==> src/rtl/lpc_reg_seq.sv <==
// Fill/serve sequencer for the LPC coefficient bank: streams NREG words in, then serves indexed reads.
// Owns the bank's one-hot write and read selects.
//
//   state | meaning
//   ------+---------------------------------------------------------------
//   FILL  | accepting producer words into entries 0..NREG-1 in order
//   SERVE | bank complete; producer stalled; consumer reads until release
//
// "release" is a reserved word in SystemVerilog, so the consumer release input is named release_req.
module lpc_reg_seq #(
   parameter int NREG = 9,
   parameter int DW   = 32
) (
   input  logic            clk,
   input  logic            reset,
   input  logic            in_valid,
   output logic            in_ready,
   input  logic [DW-1:0]   in_data,
   input  logic            rd_req,
   input  logic [3:0]      rd_idx,
   output logic            rd_valid,
   output logic [DW-1:0]   rd_data,
   output logic            rd_err,
   input  logic            release_req,
   output logic            full,
   output logic [3:0]      wcnt,
   output logic [NREG-1:0] bank_wsel,
   output logic [DW-1:0]   bank_wdata,
   output logic [NREG-1:0] bank_rsel,
   input  logic [DW-1:0]   bank_rdata
);

   typedef enum logic {
      FILL  = 1'b0,
      SERVE = 1'b1
   } state_t;

   localparam logic [3:0]      LAST_IDX = 4'(NREG - 1);
   localparam logic [3:0]      NREG_CNT = 4'(NREG);
   localparam logic [NREG-1:0] SEL_ONE  = NREG'(1);

   state_t     state, state_nxt;
   logic [3:0] wcnt_nxt;
   logic       idx_ok;
   logic       rd_ok;
   logic       rd_bad;

   assign idx_ok     = (rd_idx < NREG_CNT);
   assign full       = (state == SERVE);
   assign bank_wdata = in_data;

   always_ff @(posedge clk) begin
      if (reset) begin
         state <= FILL;
         wcnt  <= 4'd0;
      end else begin
         state <= state_nxt;
         wcnt  <= wcnt_nxt;
      end
   end

   always_comb begin
      state_nxt = state;
      wcnt_nxt  = wcnt;
      in_ready  = 1'b0;
      bank_wsel = '0;
      bank_rsel = '0;
      rd_ok     = 1'b0;
      case (state)
         FILL: begin
            in_ready = 1'b1;
            if (in_valid) begin
               bank_wsel = SEL_ONE << wcnt;
               wcnt_nxt  = wcnt + 4'd1;
               if (wcnt == LAST_IDX) state_nxt = SERVE;
            end
         end
         SERVE: begin
            if (rd_req && idx_ok) begin
               rd_ok     = 1'b1;
               bank_rsel = SEL_ONE << rd_idx;
            end
            // A read issued alongside release is still served; the bank is untouched by the transition.
            if (release_req) begin
               state_nxt = FILL;
               wcnt_nxt  = 4'd0;
            end
         end
         default: begin
            state_nxt = FILL;
            wcnt_nxt  = 4'd0;
         end
      endcase
      rd_bad = rd_req && !rd_ok;
   end

   always_ff @(posedge clk) begin
      if (reset) begin
         rd_valid <= 1'b0;
         rd_err   <= 1'b0;
         rd_data  <= '0;
      end else begin
         rd_valid <= rd_ok;
         rd_err   <= rd_bad;
         if (rd_ok) rd_data <= bank_rdata;
      end
   end

endmodule

==> config.mk <==
export PLATFORM = sky130hd
export DESIGN_NAME = lpc_reg_seq
export DESIGN_NICKNAME = d
export VERILOG_FILES = /design/src/rtl/lpc_reg_seq.sv
export SDC_FILE = /design/constraint.sdc
export NUM_CORES = 1
export LEC_CHECK = 0
export CAP_MARGIN = 20
export CELL_PAD_IN_SITES_DETAIL_PLACEMENT = 0
export CELL_PAD_IN_SITES_GLOBAL_PLACEMENT = 1
export CORE_ASPECT_RATIO = 1.25
export CORE_MARGIN = 4
export CORE_UTILIZATION = 23
export CTS_CLUSTER_DIAMETER = 100
export DETAILED_ROUTE_END_ITERATION = 7
export MAX_ROUTING_LAYER = met4
export PLACE_DENSITY = 0.94
export SETUP_SLACK_MARGIN = 0.2
export SYNTH_ARGS = -nofsm -noshare
export SYNTH_HDL_FRONTEND = slang
export SYNTH_SLANG_ARGS = --single-unit
==> constraint.sdc <==
create_clock -name clk -period 2.5 [get_ports clk]
set_input_delay 0.375 -clock clk [delete_from_list [all_inputs] [get_ports clk]]
set_output_delay 0.375 -clock clk [all_outputs]
set_load 0.01 [all_outputs]
Word-level counts from Yosys, hierarchy flattened. Index checks and enable logic that the tools add are counted.

$add $sub $neg: 1. Magnitude comparators: 1. Equal/unequal tests: 3. Shift-type cells: 2. Mux-type cells: 14. Bitwise gates (word level): 1. Reductions and logical operators: 4.

Operators with widths (number): 9-bit two-way mux (4); 1-bit by 4-bit << shifter with 9-bit output (first input constant) (2); 4-bit two-way mux (2); 4-bit one-hot mux with 2 select lines (1); 1-bit two-way mux (6); 4-bit by 1-bit adder with 4-bit output (second input constant) (1); 4-bit == test (second input constant) (1); 4-bit less-than comparator (second input constant) (1); 2-bit != test (second input constant) (2); 1-bit logical AND (2); 1-bit one-hot mux with 2 select lines (1); 2-bit AND reduction (1); 1-bit zero test (1); 1-bit inverter (1).

Bits in registers: 39. Bits of input ports: 73. Output and inout port bits: 90. Word-level logic and storage cells: 31.

Logic depth before layout (Yosys ltp). Gate-level depths: netlist of run 1.

Depth after elaboration: 6. Depth in mapped cells: 5.

Worst setup path after synthesis of run 1. Ideal clock, no wire load.

Path kind: register to output. From: reg state (netlist: full). To: out bank_wsel[8]. Arrival: 1264 ps. Path slack: 861 ps. Cell stages (with the launch flop): 6. Path through: dfxtp_1 -> buf_2 -> nor2b_1 -> clkbuf_1 -> nand2_1 -> nor3b_1.

Word-level cells in the longest chain between the ends: 1.

RTL lines: from (decl) (RTL line 42) `state_t state, state_nxt;`; from (signal assigned) (RTL line 57) `state <= state_nxt;`; 9-bit two-way mux (RTL line 69) `case (state)`; to (decl) (RTL line 27) `output logic [NREG-1:0] bank_wsel,`.

Every way passes these cells.

Final worst setup path of run 1.
From: in rd_idx[2]. To: out bank_rsel[8].

Word-level cells in the longest chain between the ends: 4. Elaborated cells between the ends (all ways): 5. Those cells by class: order compare: 1; shift: 1; mux: 2; reduce/logical: 1.

RTL lines: from (decl) (RTL line 20) `input logic [3:0] rd_idx,`; 4-bit less-than comparator (RTL line 48) `assign idx_ok = (rd_idx < NREG_CNT);`; 1-bit logical AND (RTL line 79) `if (rd_req && idx_ok) begin`; 9-bit two-way mux (*) (RTL line 79); 9-bit two-way mux (*) (RTL line 69); to (decl) (RTL line 29) `output logic [NREG-1:0] bank_rsel,`.

Mark *: on every way between the ends. The rest lies on a longest branch, timed or not.

==> results of run 1 <==
## synth_stat cells
cell type	count	share of area
nand2_1	8	0.017
nor2_1	11	0.023
nor2b_1	3	0.010
a21oi_1	3	0.0083
o21ai_0	1	0.0028
a31o_2	1	0.0048
buf_4	32	0.13
mux2i_1	1	0.0055
buf_2	1	0.0028
and3b_1	2	0.0097
inv_2	1	0.0021
nor3b_1	1	0.0041
nor3_1	9	0.025
dfxtp_1	39	0.43
a22o_1	32	0.15
nor4_1	1	0.0035
ha_1	6	0.041
o211a_1	1	0.0055
nand2b_1	2	0.0069
buf_6	7	0.044
or3_1	2	0.0069
o31a_1	1	0.0048
inv_1	4	0.0083
a41oi_1	2	0.0097
a22oi_1	1	0.0041
clkbuf_1	4	0.0083
nor4b_4	1	0.013
nand3_1	1	0.0028
nand3b_1	1	0.0041
nand4_1	1	0.0035
## power by group
part	total (W)	switching [W]	internal [W]
clock network	0.000525	0.000228	0.000297
logic	0.000136	0.0000519	0.0000841
registers	0.000630	0.00000595	0.000624
## registers in the layout, summed over array words and instances, names as in the netlist
| name | count |
|---|---|
| rd_err | 1 |
| wcnt | 4 |
| full | 1 |
| rd_valid | 1 |
| rd_data | 32 |
## layer usage
| layer | wire, um | part of all wire | GRT usage | vias to the layer above |
|---|---|---|---|---|
| li1 | - | - | - | 735 |
| met1 | 1912 | 0.40 | 0.1106 | 702 |
| met2 | 2348 | 0.49 | 0.1643 | 74 |
| met3 | 427 | 0.090 | 0.03536 | 14 |
| met4 | 74 | 0.016 | 0.03728 | 0 |
| met5 | 0 | 0 | - | - |
## worst max-delay path: stages
cell	delay (ps)
clkdlybuf4s50_1	460
nand2b_2	240
nor4_2	230
clkdlybuf4s50_1	570
## stage by stage
step,utilization,instance area [um2]
after floorplan,-,1810
final,0.3689,2779
after detailed placement,0.3478,2620
after global placement,0.3478,2620
after CTS,0.3643,2744
after global routing,0.3689,2779
## area by class of cell
type                    instances  area [um2]  share of cell area
repair buffers                105        1059              0.3809
flip-flops and latches         39       783.3              0.2819
multi-input cells              92       690.7              0.2485
well taps                      92       115.1             0.04142
clock buffers                   5       68.82             0.02476
clock inverters                 3       43.79             0.01576
inverters                       5       18.77            0.006754
## final timing paths
path / endpoint / cells past startpoint
setup / recovery: bank_rsel[8] / 4
hold / removal: rd_data[3] / 1
setup reg to reg: rd_data[24] / 4
hold reg to reg: rd_data[3] / 1
## cell usage in the layout, fill, tap and decap left out, types with 2 or more instances in the layout
master,instances
clkdlybuf4s50_1,88
dfxtp_1,37
a22o_1,32
nor2_1,11
dlymetal6s2s_1,10
nor3_1,9
nand2_1,8
buf_4,7
ha_1,6
clkbuf_8,5
inv_1,4
a21oi_1,3
and3b_1,2
or3_1,2
a41oi_1,2
dfxtp_2,2
## cells by family after synthesis
group | share of synthesized area
flip-flops | 0.4312
multiplexers | 0.005529
AO/OA/AOI/OAI | 0.1949
AND/OR/NAND/NOR | 0.1292
buffers and inverters | 0.1976
adder cells (fa/ha/maj) | 0.04146
==> impl_metrics.csv, run 1 <==
group,metric,value,unit
global_routing,grt_pass1_wl,7155,um
synthesis,syn_area,1810,um2
min_path,hold_start,"rd_data[3]",
sta,final.min_clock_period,2255,ps
worst_setup_path,setup.worst_path.class,"input port to output pin",
power_and_ir_drop,p_per_area,464.5,nW/um2
placement,dpl.hpwl,3609,um
sta,hold_ws,477.6,ps
die,die_area,9364,um2
die,core,7532,um2
synthesis,syn_nets,259,
final_layout,nFillCells,766,
sta,finClkSkew,4.745,ps
placement,place_inst,333,
global_routing,grt-ovfl-total,0,
die,chipHeight,107.2,um
die,initial_core_util,0.2404,
sta,max_freq,0.4436,GHz
power_and_ir_drop,ir_drop,0.2762,mV
detailed_routing,wl,4763,um
power_and_ir_drop,p_total,0.001291,W
synthesis,ys_ff_latch,39,
worst_setup_path,worstPathRequired,2120,ps
power_and_ir_drop,p_leak,1.203,nW
worst_setup_path,cp.arrival,1880,ps
detailed_routing,drcViolationCount,0,
synthesis,ys_warn_count,0,
worst_setup_path,timing.rr.start,"full",
clocking,post_cts_buffers,0,
clocking,cts_tree,"done",
clocking,insertion_delay,290,ps
clocking,htree_levels,2,
die,die_w,87.36,um
synthesis,syn_inst,180,
clocking,clk_path_buf_depth,2,
sta,setup_slack,245.5,ps
clocking,hold_buffers,0,
worst_setup_path,crit_fanout,5,
sta,worstMarginPinSlew,679.9,ps
synthesis,synthDistinctLibCells,30,
detailed_routing,vias,1525,
status,status,"finished, final reports clean",
synthesis,syn_avg_cell_area,10.06,um2
detailed_routing,first_iter_violations,62,
detailed_routing,via_per_inst,4.472,
clocking,clk_pin_slew,70,ps
final_layout,fin_nets,327,
detailed_routing,drtPass1Iterations,4,
sta,setup_viol,0,
final_layout,instances_no_fill,341,
flow_run,maxCapViolCount,0,
sta,rsz0062_at_grt,"true",
clocking,cts_buffers,5,
global_routing,grt_antenna_before_repair,0,
clocking,cts.sinks,39,
die,rows,35,
final_layout,antenna_cells,0,
global_routing,grt_max_degree,33,
worst_setup_path,critPathCaptureType,"output pin",
synthesis,seq_area_frac_synth,0.4312,
clocking,cts_resized,4,
die,io_pins,163,
worst_setup_path,r2r_slack,1060,ps
detailed_routing,ant_nets,0,
placement,gp_congestion,0.7903,
global_routing,track_usage,0.1001,
sta,fin_crit_sh,0.9018,
final_layout,area_growth,53.49,%
sta,slew_viol_final,0,
min_path,min_path_type,"flop to flop",
sta,maxSlewHeadroom,0.5468,
sta,setup_tns,0,ps
placement,pre_cts_ws,63.44,ps
sta,hold_viol,0,
worst_setup_path,critPathLaunch,"rd_idx[2]",
final_layout,drive_above_1_share,0.09639,
clocking,cts_root_buffer,"clkbuf_8",
detailed_routing,wl_per_cell,13.97,um
worst_setup_path,start_kind,"input port",
placement,io_buffers,98,
global_routing,grt_pass1_vias,1553,
No activity file was read; power rests on OpenSTA's default activity.
==> inputs of run 2 (changes only) <==
--- a/config.mk
+++ b/config.mk
@@ -6,15 +6,13 @@
 export NUM_CORES = 1
 export LEC_CHECK = 0
 export CAP_MARGIN = 20
-export CELL_PAD_IN_SITES_DETAIL_PLACEMENT = 0
-export CELL_PAD_IN_SITES_GLOBAL_PLACEMENT = 1
 export CORE_ASPECT_RATIO = 1.25
 export CORE_MARGIN = 4
-export CORE_UTILIZATION = 23
+export CORE_UTILIZATION = 33
 export CTS_CLUSTER_DIAMETER = 100
 export DETAILED_ROUTE_END_ITERATION = 7
 export MAX_ROUTING_LAYER = met4
-export PLACE_DENSITY = 0.94
+export PLACE_DENSITY = 0.92
 export SETUP_SLACK_MARGIN = 0.2
 export SYNTH_ARGS = -nofsm -noshare
 export SYNTH_HDL_FRONTEND = slang
==> impl_metrics.csv, run 2 (synthesis gave the netlist of run 1 again) <==
group,metric,value,unit
status,status,"finished, final reports clean",
worst_setup_path,max_stage_delay,560,ps
sta,setup_slack,244.1,ps
sta,rsz0062_at_grt,"true",
sta,fin_crit_sh,0.9024,
die,initial_core_util,0.3489,
clocking,cts_root_buffer,"clkbuf_8",
clocking,insertion_delay,280,ps
clocking,clk_path_buf_depth,2,
final_layout,area_growth,48.38,%
power_and_ir_drop,p_leak,1.140,nW
final_layout,final_common_cell,"clkdlybuf4s50_1",
clocking,cts.sinks,39,
die,die_w,74.25,um
worst_setup_path,crit_chain,"clkdlybuf4s50_1 > nor2b_4 > nand2_1 > nor3_1 > clkdlybuf4s50_1",
placement,gp_congestion,0.8436,
worst_setup_path,critPathLaunch,"rd_req",
worst_setup_path,cp.arrival,1880,ps
clocking,post_cts_buffers,0,
sta,finClkSkew,2.983,ps
detailed_routing,ant_nets,0,
min_path,min_path_type,"flop to flop",
power_and_ir_drop,ir_drop,0.3311,mV
clocking,hold_buffers,0,
clocking,cts_buffers,5,
detailed_routing,drtPass1Iterations,4,
placement,io_buffers,98,
flow_run,maxCapViolCount,0,
sta,final.min_clock_period,2256,ps
detailed_routing,wl,4834,um
worst_setup_path,timing.rr.start,"full",
power_and_ir_drop,swShare,0.2341,
final_layout,instances_no_fill,309,
final_layout,final_util,0.5177,
detailed_routing,wl_per_cell,15.64,um
sta,slew_viol_final,0,
final_layout,top_register,"rd_data",
sta,maxSlewHeadroom,0.5570,
placement,pre_cts_ws,-56.21,ps
power_and_ir_drop,p_per_area,438.4,nW/um2
detailed_routing,drcViolationCount,0,
power_and_ir_drop,power_switching,0.0002757,W
clocking,cts_tree,"done",
global_routing,track_usage,0.1420,
global_routing,grt_antenna_before_repair,0,
placement,postPlaceCellArea,2567,um2
power_and_ir_drop,p_total,0.001178,W
power_and_ir_drop,pwr-share-comb,0.114,
worst_setup_path,critPathCaptureType,"output pin",
clocking,clk_pin_slew,80,ps
global_routing,grt_max_degree,34,
worst_setup_path,slowest_stage,"clkdlybuf4s50_1",
final_layout,fin_area,2686,um2
sta,hold_viol,0,
worst_setup_path,cp_common_cell,"clkdlybuf4s50_1",
sta,worstMarginPinSlew,664.5,ps
worst_setup_path,crit_fanout,4,
final_layout,drive_above_1_share,0.08097,
worst_setup_path,cp_top_family,"buffers and inverters",
worst_setup_path,crit_buf_inv,2,
worst_setup_path,start_kind,"input port",
power_and_ir_drop,pwr-share-clk,0.351,
die,rows,29,
die,core,5189,um2
sta,setup_viol,0,
detailed_routing,via_per_inst,4.919,
power_and_ir_drop,intPower,0.0009019,W
final_layout,antenna_cells,0,
final_layout,largest_registers,"rd_data x32, wcnt x4",
worst_setup_path,worstPathRequired,2120,ps
detailed_routing,vias,1520,
global_routing,grt_pass1_vias,1512,
final_layout,largest_reg_flops,32,
placement,dpl.hpwl,3662,um
detailed_routing,first_iter_violations,60,
die,die_area,6743,um2
die,chipHeight,90.81,um
final_layout,layout_common_cells,"clkdlybuf4s50_1 (85), dfxtp_1 (37), a22o_1 (32), nor2_1 (11), nor3_1 (9)",
die,io_pins,163,
power_and_ir_drop,seqPwrFrac,0.535,
sta,max_freq,0.4433,GHz
global_routing,grt-ovfl-total,0,
global_routing,grt_pass1_wl,7327,um
clocking,htree_levels,2,
final_layout,fin_nets,325,
worst_setup_path,setup.worst_path.class,"input port to output pin",
min_path,hold_start,"rd_data[22]",
placement,place_inst,301,
-- run 2: cell types whose count changed in the layout (fill, tap and decap cells not counted), sizes merged --
cell,before,now
clkinvlp,0,1
dlygate4sd2,0,5
bufinv,1,0
clkbuf,5,6
buf,7,5
clkinv,2,1
dlymetal6s2s,10,8
clkdlybuf4s50,88,85
-- run 2: worst paths after layout --
kind / to / slack [ps] / cells after the start
hold / removal: rd_data[22] / 480 / 1
hold reg to reg: rd_data[22] / 480 / 1
setup / recovery: bank_rsel[1] / 240 / 5
setup reg to reg: rd_data[14] / 1040 / 4
-- run 2: worst register-to-register path, delay by kind of cell, from the launching register on --
| kind | cells | cell delay [ps] |
|---|---|---|
| buf+inv | 2 | 450 |
| simple gates | 1 | 270 |
| compound gates | 1 | 210 |
| flops | 1 | 480 |
-- run 2: cell type report --
class,count,area (um2)
well taps,62,77.57
multi-input cells,92,689.4
clock buffers,6,72.57
flip-flops and latches,39,783.3
fillers,463,2502
clock inverters,2,12.51
inverters,5,18.77
repair buffers,103,1032
-- run 2: per-stage QoR --
| stage | TNS [ps] | hold slack, ps |
|---|---|---|
| after global placement | 0 | 461.6 |
| after CTS | 0 | 484.7 |
| final | 0 | 481.3 |
| after floorplan | 0 | 500.5 |
| after global routing | 0 | 497.2 |
| after detailed placement | -56.21 | 464.4 |
-- run 2: layer usage --
metal,track usage,part of all wire,up-vias
met2,0.2308,0.51,69
met3,0.05122,0.080,30
met5,-,0,-
met4,0.07418,0.044,0
li1,-,-,735
met1,0.1470,0.36,686
-- run 2: power by group through the flow --
stage | sequential (W) | clock [W] | combinational [W]
global placement | 0.000644 | 0 | 0.000131
finish | 0.000630 | 0.000413 | 0.000134
floorplan | 0.000645 | 0 | 0.0000996
CTS | 0.000630 | 0.000428 | 0.000135
global route | 0.000631 | 0.000453 | 0.000145
detailed placement | 0.000645 | 0 | 0.000135
-- run 2: what timing repair did --
item	4_1_cts	5_1_grt
cloned	0	0
setup endpoints to repair	14	13
gates resized for setup	8	12
endpoints found under the hold margin	0	0
==> inputs of run 3 (changes only) <==
--- a/config.mk
+++ b/config.mk
@@ -11,9 +11,11 @@
 export CORE_UTILIZATION = 33
 export CTS_CLUSTER_DIAMETER = 100
 export DETAILED_ROUTE_END_ITERATION = 7
+export GPL_TIMING_DRIVEN = 0
 export MAX_ROUTING_LAYER = met4
 export PLACE_DENSITY = 0.92
 export SETUP_SLACK_MARGIN = 0.2
+export SLEW_MARGIN = 20
 export SYNTH_ARGS = -nofsm -noshare
 export SYNTH_HDL_FRONTEND = slang
 export SYNTH_SLANG_ARGS = --single-unit
==> impl_metrics.csv, run 3 (synthesis gave the netlist of run 1 again) <==
group,metric,value,unit
final_layout,largest_registers,"rd_data x32, wcnt x4",
worst_setup_path,cp.arrival,1830,ps
final_layout,instances_no_fill,378,
worst_setup_path,slowest_stage,"clkdlybuf4s50_1",
global_routing,grt_antenna_before_repair,0,
final_layout,fin_nets,394,
clocking,cts.sinks,39,
global_routing,grt_max_degree,13,
die,initial_core_util,0.3489,
final_layout,layout_common_cells,"clkdlybuf4s50_1 (113), dfxtp_1 (39), a22o_1 (32), buf_4 (32), nor2_1 (11)",
worst_setup_path,r2r_slack,930,ps
detailed_routing,ant_nets,0,
die,die_area,6743,um2
placement,io_buffers,128,
detailed_routing,via_per_inst,4.730,
sta,slew_viol_final,0,
worst_setup_path,max_stage_delay,520,ps
global_routing,use_met1,0.1731,
final_layout,nFillCells,436,
worst_setup_path,start_kind,"input port",
power_and_ir_drop,p_leak,1.430,nW
clocking,insertion_delay,280,ps
worst_setup_path,timing.rr.start,"full",
sta,finClkSkew,3.069,ps
detailed_routing,vias,1788,
placement,pre_cts_ws,-108.5,ps
placement,gp_congestion,0.8003,
final_layout,area_growth,80.44,%
clocking,clk_path_buf_depth,2,
sta,hold_viol,0,
final_layout,final_common_cell,"clkdlybuf4s50_1",
worst_setup_path,crit_chain,"clkdlybuf4s50_1 > nor2b_1 > clkbuf_4 > nand2_1 > nor3b_1 > dlygate4sd2_1",
placement,place_inst,370,
worst_setup_path,critPathCapture,"bank_wsel[8]",
sta,fin_crit_sh,0.8803,
final_layout,fin_area,3267,um2
worst_setup_path,r2r_cells,5,
placement,dpl.hpwl,4483,um
die,core,5189,um2
clocking,cts_tree,"done",
detailed_routing,drcViolationCount,0,
die,die_w,74.25,um
global_routing,grt-busiest-layer,"met2",
worst_setup_path,crit_fanout,9,
placement,postPlaceCellArea,3169,um2
sta,rsz0062_at_grt,"false",
global_routing,track_usage,0.1656,
final_layout,largest_reg_flops,32,
final_layout,top_register,"rd_data",
power_and_ir_drop,ir_drop,0.3173,mV
clocking,htree_levels,2,
die,rows,29,
worst_setup_path,setup.worst_path.class,"input port to output pin",
sta,max_freq,0.4544,GHz
worst_setup_path,critPathLaunch,"in_valid",
power_and_ir_drop,p_per_area,391.2,nW/um2
final_layout,final_util,0.6296,
detailed_routing,first_iter_violations,99,
worst_setup_path,critPathCaptureType,"output pin",
global_routing,grt_pass1_vias,1886,
status,status,"finished, final reports clean",
final_layout,antenna_cells,0,
worst_setup_path,r2r-end,"rd_data[14]",
sta,final.min_clock_period,2201,ps
clocking,cts_root_buffer,"clkbuf_8",
detailed_routing,wl_per_cell,14.91,um
sta,worstMarginPinSlew,531.1,ps
clocking,post_cts_buffers,0,
sta,setup_slack,299.2,ps
clocking,cts_buffers,5,
min_path,min_path_type,"input port to flop",
sta,maxSlewHeadroom,0.6444,
final_layout,drive_above_1_share,0.1677,
clocking,clk_pin_slew,70,ps
sta,setup_viol,0,
die,io_pins,163,
detailed_routing,drtPass1Iterations,6,
global_routing,met2_usage,0.2922,
worst_setup_path,worstPathRequired,2120,ps
die,chipHeight,90.81,um
global_routing,use_met3,0.05457,
flow_run,maxCapViolCount,0,
power_and_ir_drop,p_total,0.001278,W
global_routing,grt-ovfl-total,0,
detailed_routing,wl,5635,um
global_routing,grt_pass1_wl,8769,um
-- run 3: worst min path at each step --
stage,from,to,slack [ps],cells after the start
4_1_cts,reset,full,470,2
6_report,rd_req,rd_err,440,2
5_1_grt,rd_req,rd_err,460,2
2_1_floorplan,bank_rdata[10],rd_data[10],500,1
3_3_place_gp,rd_data[2],rd_data[2],460,1
3_5_place_dp,rd_data[17],rd_data[17],460,1
-- run 3: layer usage --
metal	part of all wire	up-vias	wire, um
li1	-	872	-
met1	0.35	816	1988
met2	0.52	96	2955
met3	0.12	4	649
met4	0.0075	0	42
met5	0	-	0
-- run 3: layout make-up --
type,count,area [um2],share of cell area
inverters,5,18.77,0.005745
clock inverters,2,12.51,0.003830
clock buffers,6,72.57,0.02221
repair buffers,128,1281,0.3922
multi-input cells,92,679.4,0.2080
plain buffers,44,344.1,0.1053
flip-flops and latches,39,780.7,0.2390
well taps,62,77.57,0.02375
-- run 3: where the power goes --
group / switching, W / internal [W] / total, W
registers: 0.00000571 / 0.000624 / 0.000630
clock network: 0.000211 / 0.000195 / 0.000406
logic: 0.0000832 / 0.000158 / 0.000242
total: 0.000300 / 0.000978 / 0.00128
-- run 3: repair_timing --
action | CTS | global route
setup endpoints to repair | 16 | 8
gates resized for setup | 15 | 5
hold buffers | 0 | 0
-- run 3: through the flow --
| stage | hold slack [ps] | setup TNS [ps] |
|---|---|---|
| 2_1_floorplan | 500.5 | 0 |
| 3_3_place_gp | 459.6 | -131.2 |
| 3_5_place_dp | 462.5 | -413.1 |
| 4_1_cts | 466.1 | 0 |
| 5_1_grt | 455.9 | 0 |
| 6_report | 439.2 | 0 |
-- run 3: worst max-delay path, delay by kind of cell --
kind          cells  cell delay [ps]
buf+inv           3             1020
simple gates      3              440
